File: config.mk
export PLATFORM = sky130hd
export DESIGN_NAME = imm_pack
export DESIGN_NICKNAME = d
export VERILOG_FILES = /design/src/rtl/imm_pack.sv
export SDC_FILE = /design/constraint.sdc
export NUM_CORES = 1
export LEC_CHECK = 0
export CAP_MARGIN = 15
export CORE_AREA = 2 2 100 102
export DETAILED_ROUTE_END_ITERATION = 10
export DIE_AREA = 0 0 102 104
export PLACE_DENSITY = 0.88
export RECOVER_POWER = 50
export SYNTH_ARGS = -nofsm -noshare
export SYNTH_HDL_FRONTEND = slang
export SYNTH_SLANG_ARGS = --single-unit
File: constraint.sdc
create_clock -name clk -period 10.85 [get_ports clk]
set_input_delay 2.17 -clock clk [delete_from_list [all_inputs] [get_ports clk]]
set_output_delay 2.17 -clock clk [all_outputs]
set_load 0.02 [all_outputs]
File: src/rtl/imm_pack.sv
// imm_pack: immediate encoder, the inverse of the RISC-V immediate extender.
// Takes a 32-bit immediate, an ImmSrc format code and a base instruction word.
// Packs the immediate into that format's bit positions and returns the finished
// instruction word.
// The datapath is a two-stage valid/ready pipeline:
//   S1 registers the request and the range verdict.
//   S2 registers the packed word.
// Configuration macro: IMM_RANGE_CHECK_EN
//   defined   -> S1 range logic is built and ImmErr flags unrepresentable immediates.
//   undefined -> no range logic is built and ImmErr is constant 0.
`timescale 1ns/1ps

module imm_pack #(
  parameter int CNT_W = 16
) (
  input  logic             clk,
  input  logic             reset,
  input  logic             InValid,
  output logic             InReady,
  input  logic [2:0]       ImmSrc,
  input  logic [31:0]      ImmVal,
  input  logic [31:0]      BaseInstr,
  output logic             OutValid,
  input  logic             OutReady,
  output logic [31:0]      Instr,
  output logic             ImmErr,
  output logic [CNT_W-1:0] EncCount
);

  typedef enum logic [2:0] {
    IMM_I = 3'b000,
    IMM_S = 3'b001,
    IMM_B = 3'b010,
    IMM_J = 3'b011,
    IMM_U = 3'b100
  } imm_src_t;

  logic        s1_valid;
  imm_src_t    s1_src;
  logic [31:0] s1_val;
  logic [31:0] s1_base;
  logic        s1_err;
  logic        s1_load;
  logic        s2_load;
  logic        range_err;
  logic [31:0] packed_instr;

  // Stall control.
  // InReady depends combinationally on OutReady, so a full pipe can still
  // take a new word in the same cycle it hands one out.
  assign s2_load = !OutValid || OutReady;
  assign s1_load = !s1_valid || s2_load;
  assign InReady = s1_load;

`ifdef IMM_RANGE_CHECK_EN
  // Range check on the incoming request; its verdict is registered in S1.
  always_comb begin
    // NOTE: every output of an always_comb gets a default first, so no path can leave it unassigned and infer a latch.
    range_err = 1'b1;
    case (ImmSrc)
      IMM_I, IMM_S: range_err = !(&ImmVal[31:11] || ~|ImmVal[31:11]);
      IMM_B:        range_err = !(&ImmVal[31:12] || ~|ImmVal[31:12]) || ImmVal[0];
      IMM_J:        range_err = !(&ImmVal[31:20] || ~|ImmVal[31:20]) || ImmVal[0];
      IMM_U:        range_err = |ImmVal[11:0];
      default:      range_err = 1'b1;
    endcase
  end
`else
  assign range_err = 1'b0;
`endif

  // S1: capture the request and its range verdict when the stage can advance.
  always_ff @(posedge clk or posedge reset) begin
    if (reset) begin
      // NOTE: sequential state uses non-blocking assignments so every flop samples pre-edge values.
      s1_valid <= 1'b0;
      s1_src   <= IMM_I;
      s1_val   <= '0;
      s1_base  <= '0;
      s1_err   <= 1'b0;
    end else if (s1_load) begin
      s1_valid <= InValid;
      if (InValid) begin
        s1_src  <= imm_src_t'(ImmSrc);
        s1_val  <= ImmVal;
        s1_base <= BaseInstr;
        s1_err  <= range_err;
      end
    end
  end

  // Pack the S1 immediate into the base word.
  // An unknown format passes the base through unchanged.
  always_comb begin
    packed_instr = s1_base;
    case (s1_src)
      IMM_I: packed_instr[31:20] = s1_val[11:0];
      IMM_S: begin
        packed_instr[31:25] = s1_val[11:5];
        packed_instr[11:7]  = s1_val[4:0];
      end
      IMM_B: begin
        packed_instr[31]    = s1_val[12];
        packed_instr[7]     = s1_val[11];
        packed_instr[30:25] = s1_val[10:5];
        packed_instr[11:8]  = s1_val[4:1];
      end
      IMM_J: begin
        packed_instr[31]    = s1_val[20];
        packed_instr[19:12] = s1_val[19:12];
        packed_instr[20]    = s1_val[11];
        packed_instr[30:21] = s1_val[10:1];
      end
      IMM_U:   packed_instr[31:12] = s1_val[31:12];
      default: packed_instr = s1_base;
    endcase
  end

  // S2: output register.
  // It only loads when empty or draining, so the outputs hold during backpressure.
  always_ff @(posedge clk or posedge reset) begin
    if (reset) begin
      // NOTE: the datapath registers are reset as well as the valid bits, because Instr must read 0 out of reset.
      OutValid <= 1'b0;
      Instr    <= '0;
      ImmErr   <= 1'b0;
    end else if (s2_load) begin
      OutValid <= s1_valid;
      if (s1_valid) begin
        Instr  <= packed_instr;
        ImmErr <= s1_err;
      end
    end
  end

  // Count delivered words, erroneous ones included; wraps naturally.
  always_ff @(posedge clk or posedge reset) begin
    if (reset) begin
      EncCount <= '0;
    end else if (OutValid && OutReady) begin
      EncCount <= EncCount + CNT_W'(1);
    end
  end

endmodule

# Word level (Yosys, flattened, before mapping)

Index checks and enable logic that the tools add are counted.

$add $sub $neg: 1
Equal/unequal tests: 4
Multiplexer cells: 4
Reductions and logical operators: 10

Operator list:

| cell                    | number |
|---|---|
| $pmux W7 S4             | 1 |
| $add A16 B1 Y16 const B | 1 |
| $pmux W5 S3             | 1 |
| $pmux W5 S2             | 1 |
| $mux W8                 | 1 |
| $eq A3 B2 Y1 const B    | 2 |
| $reduce_and A2 Y1       | 2 |
| $reduce_or A2 Y1        | 2 |
| $eq A3 B1 Y1 const B    | 1 |
| $eq A3 B3 Y1 const B    | 1 |
| $logic_not A3 Y1        | 1 |
| $logic_not A1 Y1        | 2 |
| $logic_or A1 B1 Y1      | 2 |
| $logic_and A1 B1 Y1     | 1 |

Register bits: 117
Input bits: 71
Output and inout bits: 51
Word-level logic and storage cells: 26

# Logic depth before layout (Yosys ltp)

Gate-level depths: netlist of the first run.

Word-level depth: 4
Depth in mapped cells: 6
Mapped depth without buffers: 5

# Worst setup path after synthesis of the first run

No wires, ideal clock.

Path type: input to output
Start point: in OutReady
End point: out InReady
Data arrival time: 2.453 ns
Data required time: 8.680 ns
Path slack: 6.227 ns
Stages: 1
Buffers on the path: 0
Path through: nand3b_1

Longest elaborated chain between the ends: 2

Ends and longest elaborated chain:

| what               | RTL line | RTL |
|---|---|---|
| start, declared    | 24       | `input logic OutReady,` |
| $logic_or A1 B1 Y1 | 51       | `assign s2_load = !OutValid \|\| OutReady;` |
| $logic_or A1 B1 Y1 | 52       | `assign s1_load = !s1_valid \|\| s2_load;` |
| end, declared      | 19       | `output logic InReady,` |

No other way between the ends.

==> flow_summary.toml, run 1 <==
[sta]
hold_viol = 0
timing_worst_slew_pin_value_ns = 3.27
timing_max_transition_violations_final = 172
rsz0062_at_grt = "false"
final_setup_skew_ns = 0.00923
final_min_period_over_clock_period_pct = 60.9
finalWorstPathRequiredPeriod_ns = 6.61
timing.slew.headroom_pct = -118
max_clock_freq_ghz = 0.151
setup_violations = 0
setup_tns_ns = 0

[logic_synthesis]
synth_enable_flop_cells = 0
yosys-top-cells-area = "sky130_fd_sc_hd__dfrtp_1 (59%), sky130_fd_sc_hd__mux2_2 (17%), sky130_fd_sc_hd__mux2i_1 (2.8%)"
synth.ff_latch_count = 117
synth-main-ff-cell = "sky130_fd_sc_hd__dfrtp_1"
synth_top_area_share_pct = 58.9
synth.net_count = 450
yosys.area.top_type = "sky130_fd_sc_hd__dfrtp_1"
synthDistinctLibCells = 40
synth-seq-area-share_pct = 58.9
synth-async-reset-ratio_pct = 100
post_synth_inst_count = 378
synthesis.area_um2 = 4970
postSynthAreaPerCell_um2 = 13.2
synth_warn = 0

[placement]
detailedPlacementHpwl_um = 7050
place_congestion = 0.821
port-buffer-count = 120

[grt]
grt_first_pass_wirelength_um = 17000
grt_start_max_net_pins = 68
number_of_antenna_violations_at_the_first_check_in_global_routing = 0
grt.total_usage_pct = 20.6
gr-total-overflow = 0
grt_pass1_vias = 3521

[setup_path]
reg2reg_depth = 4
number_of_buffer_and_inverter_instances_along_the_worst_setup_path = 3
worstSetupStartpointType = "input pin"
worst_ep_arrival_time_ns = 6.48
critical_path.max_stage_delay_ns = 2.40
critical_path_class = "input pin to asynchronous set/reset pin"
critical_path.max_fanout = 64
endpoint_kind = "asynchronous set/reset pin"
critPathRequiredTime_ns = 10.72
critical_path.cell_chain = "dlygate4sd3_1 > clkinvlp_2 > clkbuf_1"
timing.critical_path.max_delay_family = "buffers and inverters"
cp.depth = 3
cpMaxStageDelayCell = "sky130_fd_sc_hd__clkbuf_1"

[hold_path]
worst_hold_path.num_cells = 1
min_path_type = "flip-flop to flip-flop"

[cts]
worst_setup_hold_path_clk_slew_ns = 0.05
cts_num_sinks = 117
cts-htree-levels = 4
post-cts-setup-buffer-count = 0
postCtsResizedCells = 0
clockRootBuffer = "sky130_fd_sc_hd__clkbuf_8"
tritoncts_buffers = 17
clk_path_buf_depth = 2
cts_tree = "built"
hold_buffers = 0
worstSkewPairLatency_ns = 0.50

[routing]
vias = 3360
wirelength_um = 10500
first_pass_iters = 4
routedWlPerCell_um = 16.4
number_of_drc_violations_after_detailed_routing = 0
initialDrtViolationCount = 112
final_antenna_net_count = 0
route.detailed.vias_per_inst = 5.23

[floorplan]
die_x_um = 102
floorplan.die.height_um = 104
io_pins = 122
dieArea_um2 = 10600
rows = 36
fp.coreArea_um2 = 9550
start_util_pct = 52.1

[power]
share_of_power_burned_in_combinational_logic_pct = 22.5
power_share_of_the_sequential_group_pct = 39.2
vdd_drop_max_mv = 0.116
net-switching-power_w = 0.000415
clock_power_share_pct = 38.4
p_int_w = 0.00108
power_density_nw_per_um2 = 219
switching_share_pct = 27.8
leakage_nw = 2.89

[layout]
layout_common_cells = "sky130_fd_sc_hd__dfrtp_1 (117), sky130_fd_sc_hd__clkdlybuf4s50_1 (116), sky130_fd_sc_hd__mux2_2 (77)"
drive_above_1_share_pct = 22.0
final.fill_count = 675
final_common_cell = "sky130_fd_sc_hd__dfrtp_1"
post-route-util_pct = 71.3
nets_final = 569
insertedDiodeCount = 0
area_delta_synth_final_pct = 37.0

[job]
drv.max_cap_violation_count = 3

[status]
status = "finished with violations"
violations_in_the_final_reports = "capacitance limit, slew limit"
-- per-stage QoR --
stage	total power (W)	setup WS (ns)	std cells	hold slack [ns]	instance area, µm²
final	0.00149	4.24	643	0.473	6810
after global routing	0.00156	3.11	643	0.495	6810
after CTS	0.00151	5.10	642	0.473	6830
after detailed placement	0.000932	5.11	610	0.464	6210
after global placement	0.000916	5.19	610	0.460	6210
after floorplan	0.000778	5.58	378	0.457	4970
-- power by group through the flow --
stage | clock [W] | combinational (W) | sequential, W
6_report | 0.000573 | 0.000335 | 0.000585
5_1_grt | 0.000598 | 0.000363 | 0.000595
4_1_cts | 0.000580 | 0.000344 | 0.000584
3_5_place_dp | 0 | 0.000342 | 0.000590
3_3_place_gp | 0 | 0.000332 | 0.000585
2_1_floorplan | 0 | 0.000154 | 0.000624
-- flip-flops by register name (all words and copies together) (netlist names) --
register  cells
OutValid      1
Instr        32
EncCount     16
s1_src        3
s1_base      32
s1_val       32
s1_valid      1
-- cell families after synthesis --
group | Yosys count | share of synthesized area (%)
buffers and inverters | 26 | 3.30
AOI/OAI and AO/OA | 48 | 6.49
adders and majority gates | 1 | 0.252
and+or+nand+nor | 78 | 7.95
muxes | 91 | 20.3
xor gates and xnor gates | 16 | 2.82
DFF | 117 | 58.9
other | 1 | 0.0754
-- Yosys cell counts (2+ instances only) --
master,count
sky130_fd_sc_hd__o31ai_1,4
sky130_fd_sc_hd__buf_6,6
sky130_fd_sc_hd__inv_1,3
sky130_fd_sc_hd__nand4_1,4
sky130_fd_sc_hd__o21ai_1,12
sky130_fd_sc_hd__xor2_1,6
sky130_fd_sc_hd__mux2i_1,14
sky130_fd_sc_hd__nand3_1,6
sky130_fd_sc_hd__o32ai_1,4
sky130_fd_sc_hd__a311oi_1,6
sky130_fd_sc_hd__a21o_1,7
sky130_fd_sc_hd__buf_4,3
sky130_fd_sc_hd__nor2_1,19
sky130_fd_sc_hd__nand2b_1,3
sky130_fd_sc_hd__mux2_2,77
sky130_fd_sc_hd__and2b_1,2
sky130_fd_sc_hd__xnor2_1,10
sky130_fd_sc_hd__o21ai_0,10
sky130_fd_sc_hd__clkbuf_1,5
sky130_fd_sc_hd__nand2_1,33
sky130_fd_sc_hd__nor3b_1,2
sky130_fd_sc_hd__buf_2,8
sky130_fd_sc_hd__dfrtp_1,117
-- final timing paths --
| path | to | startpoint | slack (ns) |
|---|---|---|---|
| min in group asynchronous | EncCount[9]$_DFFE_PP0P_ | reset | 2.74 |
| hold reg to reg | EncCount[15]$_DFFE_PP0P_ | EncCount[15]$_DFFE_PP0P_ | 0.47 |
| setup reg to reg | Instr[3]$_DFFE_PP0P_ | OutValid$_DFFE_PP0P_ | 7.95 |
| setup / recovery | s1_val[16]$_DFFE_PP0P_ | reset | 4.24 |
| hold / removal | EncCount[15]$_DFFE_PP0P_ | EncCount[15]$_DFFE_PP0P_ | 0.47 |
| max in group clk | InReady | OutReady | 5.03 |
-- metal layers --
metal,GRT usage (%),wire length [µm],vias up
met1,25.7,4420,1657
met2,33.4,5280,119
li1,-,-,1570
met3,6.45,668,14
met4,7.81,147,0
met5,0,0,-
-- worst reg2reg max path: stages (launching register included) --
cell	delay (ns)
sky130_fd_sc_hd__dfrtp_1	0.45
sky130_fd_sc_hd__nand2b_1	0.11
sky130_fd_sc_hd__nand2_1	0.27
sky130_fd_sc_hd__clkbuf_1	1.51
sky130_fd_sc_hd__mux2_2	0.45
-- final cells by class --
cell class / count / area [µm²] / area share [%]
timing repair buffer: 123 / 1220 / 17.9
clock buffer: 20 / 435 / 6.39
multi-input combinational: 235 / 1870 / 27.5
sequential: 117 / 2930 / 43.0
clock inverter: 12 / 179 / 2.63
inverter: 3 / 12.5 / 0.184
tap: 133 / 166 / 2.44
(Power assumes the default switching activity.)
==> run 2: changes to the inputs <==
--- a/config.mk
+++ b/config.mk
@@ -6,10 +6,10 @@
 export NUM_CORES = 1
 export LEC_CHECK = 0
 export CAP_MARGIN = 15
-export CORE_AREA = 2 2 100 102
+export CORE_AREA = 2 2 109 111
 export DETAILED_ROUTE_END_ITERATION = 10
-export DIE_AREA = 0 0 102 104
-export PLACE_DENSITY = 0.88
+export DIE_AREA = 0 0 111 113
+export PLACE_DENSITY = 0.79
 export RECOVER_POWER = 50
 export SYNTH_ARGS = -nofsm -noshare
 export SYNTH_HDL_FRONTEND = slang
==> constraint.sdc (replaced) <==
create_clock -name clk -period 5.5 [get_ports clk]
set_input_delay 1.1 -clock clk [delete_from_list [all_inputs] [get_ports clk]]
set_output_delay 1.1 -clock clk [all_outputs]
set_load 0.02 [all_outputs]
==> run 2 against run 1 <==
The flow still finishes with violations (capacitance limit, slew limit). Combinational power up 99%. Global-route usage fell by 3.0 points. Sequential power increased by 97%. Worst setup slack worse by 2.7 ns. Die area increased by 18%. Wire length grew 0.52%. Core utilization down 10 points. Critical path depth increased by 2. Critical endpoint is now Instr[0]$_DFFE_PP0P_.
==> flow_summary.toml, run 2 (synthesized netlist as in run 1, its figures left out) <==
[job]
drv.max_cap_violation_count = 2

[setup_path]
endpoint_kind = "flip-flop"
critical_path.max_fanout = 51
critical_path_class = "input pin to flip-flop"
worstSetupStartpointType = "input pin"
worst_ep_arrival_time_ns = 4.21
critPathRequiredTime_ns = 5.78

[hold_path]
min_path_type = "flip-flop to flip-flop"

[routing]
first_pass_iters = 4
initialDrtViolationCount = 180
wirelength_um = 10600
vias = 3311
final_antenna_net_count = 0
route.detailed.vias_per_inst = 5.06
number_of_drc_violations_after_detailed_routing = 0
routedWlPerCell_um = 16.2

[layout]
nets_final = 570
final_common_cell = "sky130_fd_sc_hd__clkdlybuf4s50_1"
final.fill_count = 900
layout_common_cells = "sky130_fd_sc_hd__clkdlybuf4s50_1 (118), sky130_fd_sc_hd__dfrtp_1 (117), sky130_fd_sc_hd__mux2_2 (77)"
layout.cell_area.non_filler_um2 = 6860
area_delta_synth_final_pct = 38.0
insertedDiodeCount = 0
biggestRegsByFlops = "Instr: 32 flops, s1_base: 32 flops, s1_val: 32 flops"
final_cell_count_no_fill = 654
layout.area.seq_um2 = 2930
drive_above_1_share_pct = 22.1
multi_input_combinational_cell_area_um2 = 1880
post-route-util_pct = 60.9

[power]
leakage_nw = 2.91
net-switching-power_w = 0.000802
clock_power_share_pct = 38.5
power_share_of_the_sequential_group_pct = 38.9
p_int_w = 0.00216
switching_share_pct = 27.1
vdd_drop_max_mv = 0.224
power_density_nw_per_um2 = 431
share_of_power_burned_in_combinational_logic_pct = 22.6

[placement]
detailedPlacementHpwl_um = 7180
port-buffer-count = 120
placedCellCount = 620
dpl-instance-area_um2 = 6220
place_congestion = 0.778

[cts]
cts_num_sinks = 117
worst_setup_hold_path_clk_slew_ns = 0.05
hold_buffers = 0
postCtsResizedCells = 0
post-cts-setup-buffer-count = 0
tritoncts_buffers = 17
cts_tree = "built"
worstSkewPairLatency_ns = 0.40
clockRootBuffer = "sky130_fd_sc_hd__clkbuf_16"
cts-htree-levels = 4
clk_path_buf_depth = 2

[floorplan]
dieArea_um2 = 12500
fp.coreArea_um2 = 11300
start_util_pct = 44.1
rows = 39
io_pins = 122
floorplan.die.height_um = 113
die_x_um = 111

[sta]
hold_viol = 0
max_clock_freq_ghz = 0.254
final_min_period_over_clock_period_pct = 71.5
rsz0062_at_grt = "false"
timing.slew.headroom_pct = -45.3
finalWorstPathRequiredPeriod_ns = 3.93
final_setup_skew_ns = 0.00934
timing_worst_slew_pin_value_ns = 2.18
setup_tns_ns = 0
setup_violations = 0
timing_max_transition_violations_final = 84

[grt]
number_of_antenna_violations_at_the_first_check_in_global_routing = 0
grt_first_pass_wirelength_um = 17500
gr-total-overflow = 0
grt_start_max_net_pins = 88
grt_pass1_vias = 3466
grt.total_usage_pct = 17.6

[status]
status = "finished with violations"
violations_in_the_final_reports = "capacitance limit, slew limit"
## run 2: through the flow
step                setup slack [ns]  total power [W]  hold WS (ns)
floorplan                       1.30          0.00153         0.457
global placement                1.98          0.00181         0.460
detailed placement              1.96          0.00184         0.469
CTS                             1.95          0.00299         0.476
global route                    1.19          0.00310         0.494
finish                          1.57          0.00296         0.469
## run 2: worst max-delay path, stage by stage
cell                            delay (ns)
sky130_fd_sc_hd__dlygate4sd3_1        0.59
sky130_fd_sc_hd__nand2b_1             0.18
sky130_fd_sc_hd__nand2_1              0.27
sky130_fd_sc_hd__clkbuf_1             1.60
sky130_fd_sc_hd__mux2_2               0.47
## run 2: worst paths after layout
kind	from	endpoint	slack, ns	cells after the start
setup / recovery	OutReady	Instr[0]$_DFFE_PP0P_	1.57	5
hold / removal	EncCount[15]$_DFFE_PP0P_	EncCount[15]$_DFFE_PP0P_	0.47	1
setup reg to reg	OutValid$_DFFE_PP0P_	Instr[0]$_DFFE_PP0P_	2.52	4
hold reg to reg	EncCount[15]$_DFFE_PP0P_	EncCount[15]$_DFFE_PP0P_	0.47	1
max in group asynchronous	reset	Instr[27]$_DFFE_PP0P_	2.15	3
min in group asynchronous	reset	Instr[16]$_DFFE_PP0P_	1.36	2
## run 2: final cells by class
class | instances | area share, %
Tap cell | 143 | 2.61
Clock buffer | 25 | 7.36
Sequential cell | 117 | 42.7
Clock inverter | 7 | 1.71
Multi-Input combinational cell | 235 | 27.4
Inverter | 3 | 0.182
Timing Repair Buffer | 124 | 18.1
## run 2: power by group through the flow
stage / combinational [W] / clock, W / sequential (W)
floorplan: 0.000304 / 0 / 0.00123
global placement: 0.000659 / 0 / 0.00115
detailed placement: 0.000676 / 0 / 0.00116
CTS: 0.000678 / 0.00116 / 0.00115
global route: 0.000723 / 0.00120 / 0.00118
finish: 0.000668 / 0.00114 / 0.00115
## run 2: per-layer routing
metal  vias to the layer above  wire length (µm)  GRT usage, %
met3                         8               708          7.07
met4                         0                79          4.25
met5                         -                 0             0
met1                      1633              4760          22.8
met2                        96              5020          28.1
li1                       1574                 -             -
==> run 3: changes to the inputs <==
--- a/config.mk
+++ b/config.mk
@@ -6,10 +6,10 @@
 export NUM_CORES = 1
 export LEC_CHECK = 0
 export CAP_MARGIN = 15
-export CORE_AREA = 2 2 109 111
+export CORE_AREA = 2 2 104 106
 export DETAILED_ROUTE_END_ITERATION = 10
-export DIE_AREA = 0 0 111 113
-export PLACE_DENSITY = 0.79
+export DIE_AREA = 0 0 106 108
+export PLACE_DENSITY = 0.82
 export RECOVER_POWER = 50
 export SYNTH_ARGS = -nofsm -noshare
 export SYNTH_HDL_FRONTEND = slang
==> constraint.sdc (replaced) <==
create_clock -name clk -period 3.9 [get_ports clk]
set_input_delay 0.78 -clock clk [delete_from_list [all_inputs] [get_ports clk]]
set_output_delay 0.78 -clock clk [all_outputs]
set_load 0.02 [all_outputs]
==> run 3 against run 2 <==
The flow still finishes with violations (capacitance limit, slew limit). Sequential cell count is the same. Worst hold slack worse by 0.0046 ns. Cell count down 1.4%. Sequential share of layout area about the same. Non-clock buffer count is 1 lower. Die area decreased by 8.7%. Global-route usage up 1.9 points. First-iteration DRC count down 34%. Count of clock-buffer cells in the layout shrank 7. Design area about the same. Via count is 1.3% higher.
==> flow_summary.toml, run 3 (synthesized netlist as in run 1, its figures left out) <==
[status]
status = "finished with violations"
violations_in_the_final_reports = "capacitance limit, slew limit"

[placement]
placedCellCount = 614
dpl-instance-area_um2 = 6250
place_congestion = 0.778
detailedPlacementHpwl_um = 7050
port-buffer-count = 120
place_worst_setup_slack_ns = 0.977

[routing]
route.detailed.vias_per_inst = 5.20
initialDrtViolationCount = 118
final_antenna_net_count = 0
number_of_drc_violations_after_detailed_routing = 0
wirelength_um = 10400
routedWlPerCell_um = 16.1
vias = 3355
first_pass_iters = 5

[floorplan]
floorplan.die.height_um = 108
die_x_um = 106
rows = 37
start_util_pct = 48.6
dieArea_um2 = 11400
fp.coreArea_um2 = 10200
io_pins = 122

[grt]
number_of_antenna_violations_at_the_first_check_in_global_routing = 0
grt_start_max_net_pins = 73
grt_first_pass_wirelength_um = 17200
grt.total_usage_pct = 19.5
grt_pass1_vias = 3537
gr-total-overflow = 0

[sta]
setup_violations = 0
timing_max_transition_violations_final = 68
final_min_period_over_clock_period_pct = 78.9
finalWorstSetupSlack_ns = 0.821
finalWorstPathRequiredPeriod_ns = 3.08
setup_tns_ns = 0
timing_worst_slew_pin_value_ns = 1.72
timing.slew.headroom_pct = -15.0
final_setup_skew_ns = 0.00762
rsz0062_at_grt = "false"
hold_viol = 0
max_clock_freq_ghz = 0.325

[cts]
cts-htree-levels = 4
hold_buffers = 0
worst_setup_hold_path_clk_slew_ns = 0.06
postCtsResizedCells = 0
post-cts-setup-buffer-count = 0
cts_tree = "built"
tritoncts_buffers = 17
clk_path_buf_depth = 2
worstSkewPairLatency_ns = 0.50
clockRootBuffer = "sky130_fd_sc_hd__clkbuf_8"
cts_num_sinks = 117

[layout]
layout.cell_area.non_filler_um2 = 6870
final_cell_count_no_fill = 645
layout_common_cells = "sky130_fd_sc_hd__clkdlybuf4s50_1 (118), sky130_fd_sc_hd__dfrtp_1 (117), sky130_fd_sc_hd__mux2_2 (77)"
nets_final = 569
biggestRegsByFlops = "Instr: 32 flops, s1_base: 32 flops, s1_val: 32 flops"
drive_above_1_share_pct = 23.0
insertedDiodeCount = 0
area_delta_synth_final_pct = 38.1
final_common_cell = "sky130_fd_sc_hd__clkdlybuf4s50_1"

[setup_path]
critPathRequiredTime_ns = 4.28
endpoint_kind = "flip-flop"
worst_ep_arrival_time_ns = 3.45
ff2ff_setup_slack_ns = 1.36
reg2reg_depth = 4
worst_reg2reg_path_startpoint = "OutValid$_DFFE_PP0P_"
crit-reg2reg-capture = "s1_val[15]$_DFFE_PP0P_"
critical_path_class = "input pin to flip-flop"
critical_path.max_fanout = 67
worstSetupStartpointType = "input pin"

[hold_path]
worstHoldEndpoint = "EncCount[15]$_DFFE_PP0P_"
min_path_type = "flip-flop to flip-flop"
hold_start = "EncCount[15]$_DFFE_PP0P_"
worst_hold_path.num_cells = 1

[power]
leakage_nw = 2.92
total_design_power_w = 0.00428
power_density_nw_per_um2 = 623
vdd_drop_max_mv = 0.313

[job]
drv.max_cap_violation_count = 1
==> run 3: cell count changes in the layout (fill, tap and decap cells not counted), moves of 2 or more <==
cell	before	now
sky130_fd_sc_hd__clkbuf_1	5	0
sky130_fd_sc_hd__o21ai_0	13	10
sky130_fd_sc_hd__bufinv_16	3	6
sky130_fd_sc_hd__clkbuf_8	5	2
sky130_fd_sc_hd__o21ai_1	9	12
sky130_fd_sc_hd__clkbuf_2	0	2
==> run 3: routing by layer <==
metal / routed length, µm / track usage, % / vias to the layer above / part of all wire [%]
met1: 4610 / 24.9 / 1688 / 44
met4: 65 / 5.92 / 0 / 0.63
met5: 0 / 0 / - / 0
met3: 627 / 6.99 / 4 / 6.0
li1: - / - / 1568 / -
met2: 5080 / 31.6 / 95 / 49
==> run 3: worst max-delay path by stage <==
stage	start	end	slack [ns]	cells after the start
2_1_floorplan	reset	EncCount[0]$_DFFE_PP0P_	0.02	1
3_3_place_gp	OutReady	InReady	1.02	3
3_5_place_dp	OutReady	InReady	0.98	3
4_1_cts	OutReady	InReady	0.97	3
5_1_grt	OutReady	s1_base[22]$_DFFE_PP0P_	0.71	5
6_report	OutReady	s1_val[15]$_DFFE_PP0P_	0.82	5
==> run 3: power breakdown <==
part           switching [W]  internal (W)  leakage (nW)
Clock               0.000530       0.00118         0.309
Combinational       0.000433      0.000510          1.21
Sequential          0.000182       0.00144          1.40
Total                0.00115       0.00313          2.92
==> run 3: critical path, cell delays in order <==
cell                            delay, ns
sky130_fd_sc_hd__dlygate4sd3_1       0.60
sky130_fd_sc_hd__nand3b_1            0.24
sky130_fd_sc_hd__nand2_2             0.10
sky130_fd_sc_hd__clkbuf_2            1.22
sky130_fd_sc_hd__mux2_2              0.45
==> run 3: final cells by class <==
cell class / count / area [µm²]
Clock buffer: 18 / 428
Fill cell: 764 / 3360
Timing Repair Buffer: 123 / 1220
Inverter: 3 / 13.8
Multi-Input combinational cell: 235 / 1880
Tap cell: 136 / 170
Clock inverter: 13 / 229
Sequential cell: 117 / 2930
==> run 3: per-stage QoR <==
step / hold WS (ns) / utilization [%]
after CTS: 0.473 / 67.5
final: 0.464 / 67.1
after floorplan: 0.457 / -
after detailed placement: 0.466 / 61.1
after global routing: 0.492 / 67.1
after global placement: 0.459 / 61.1
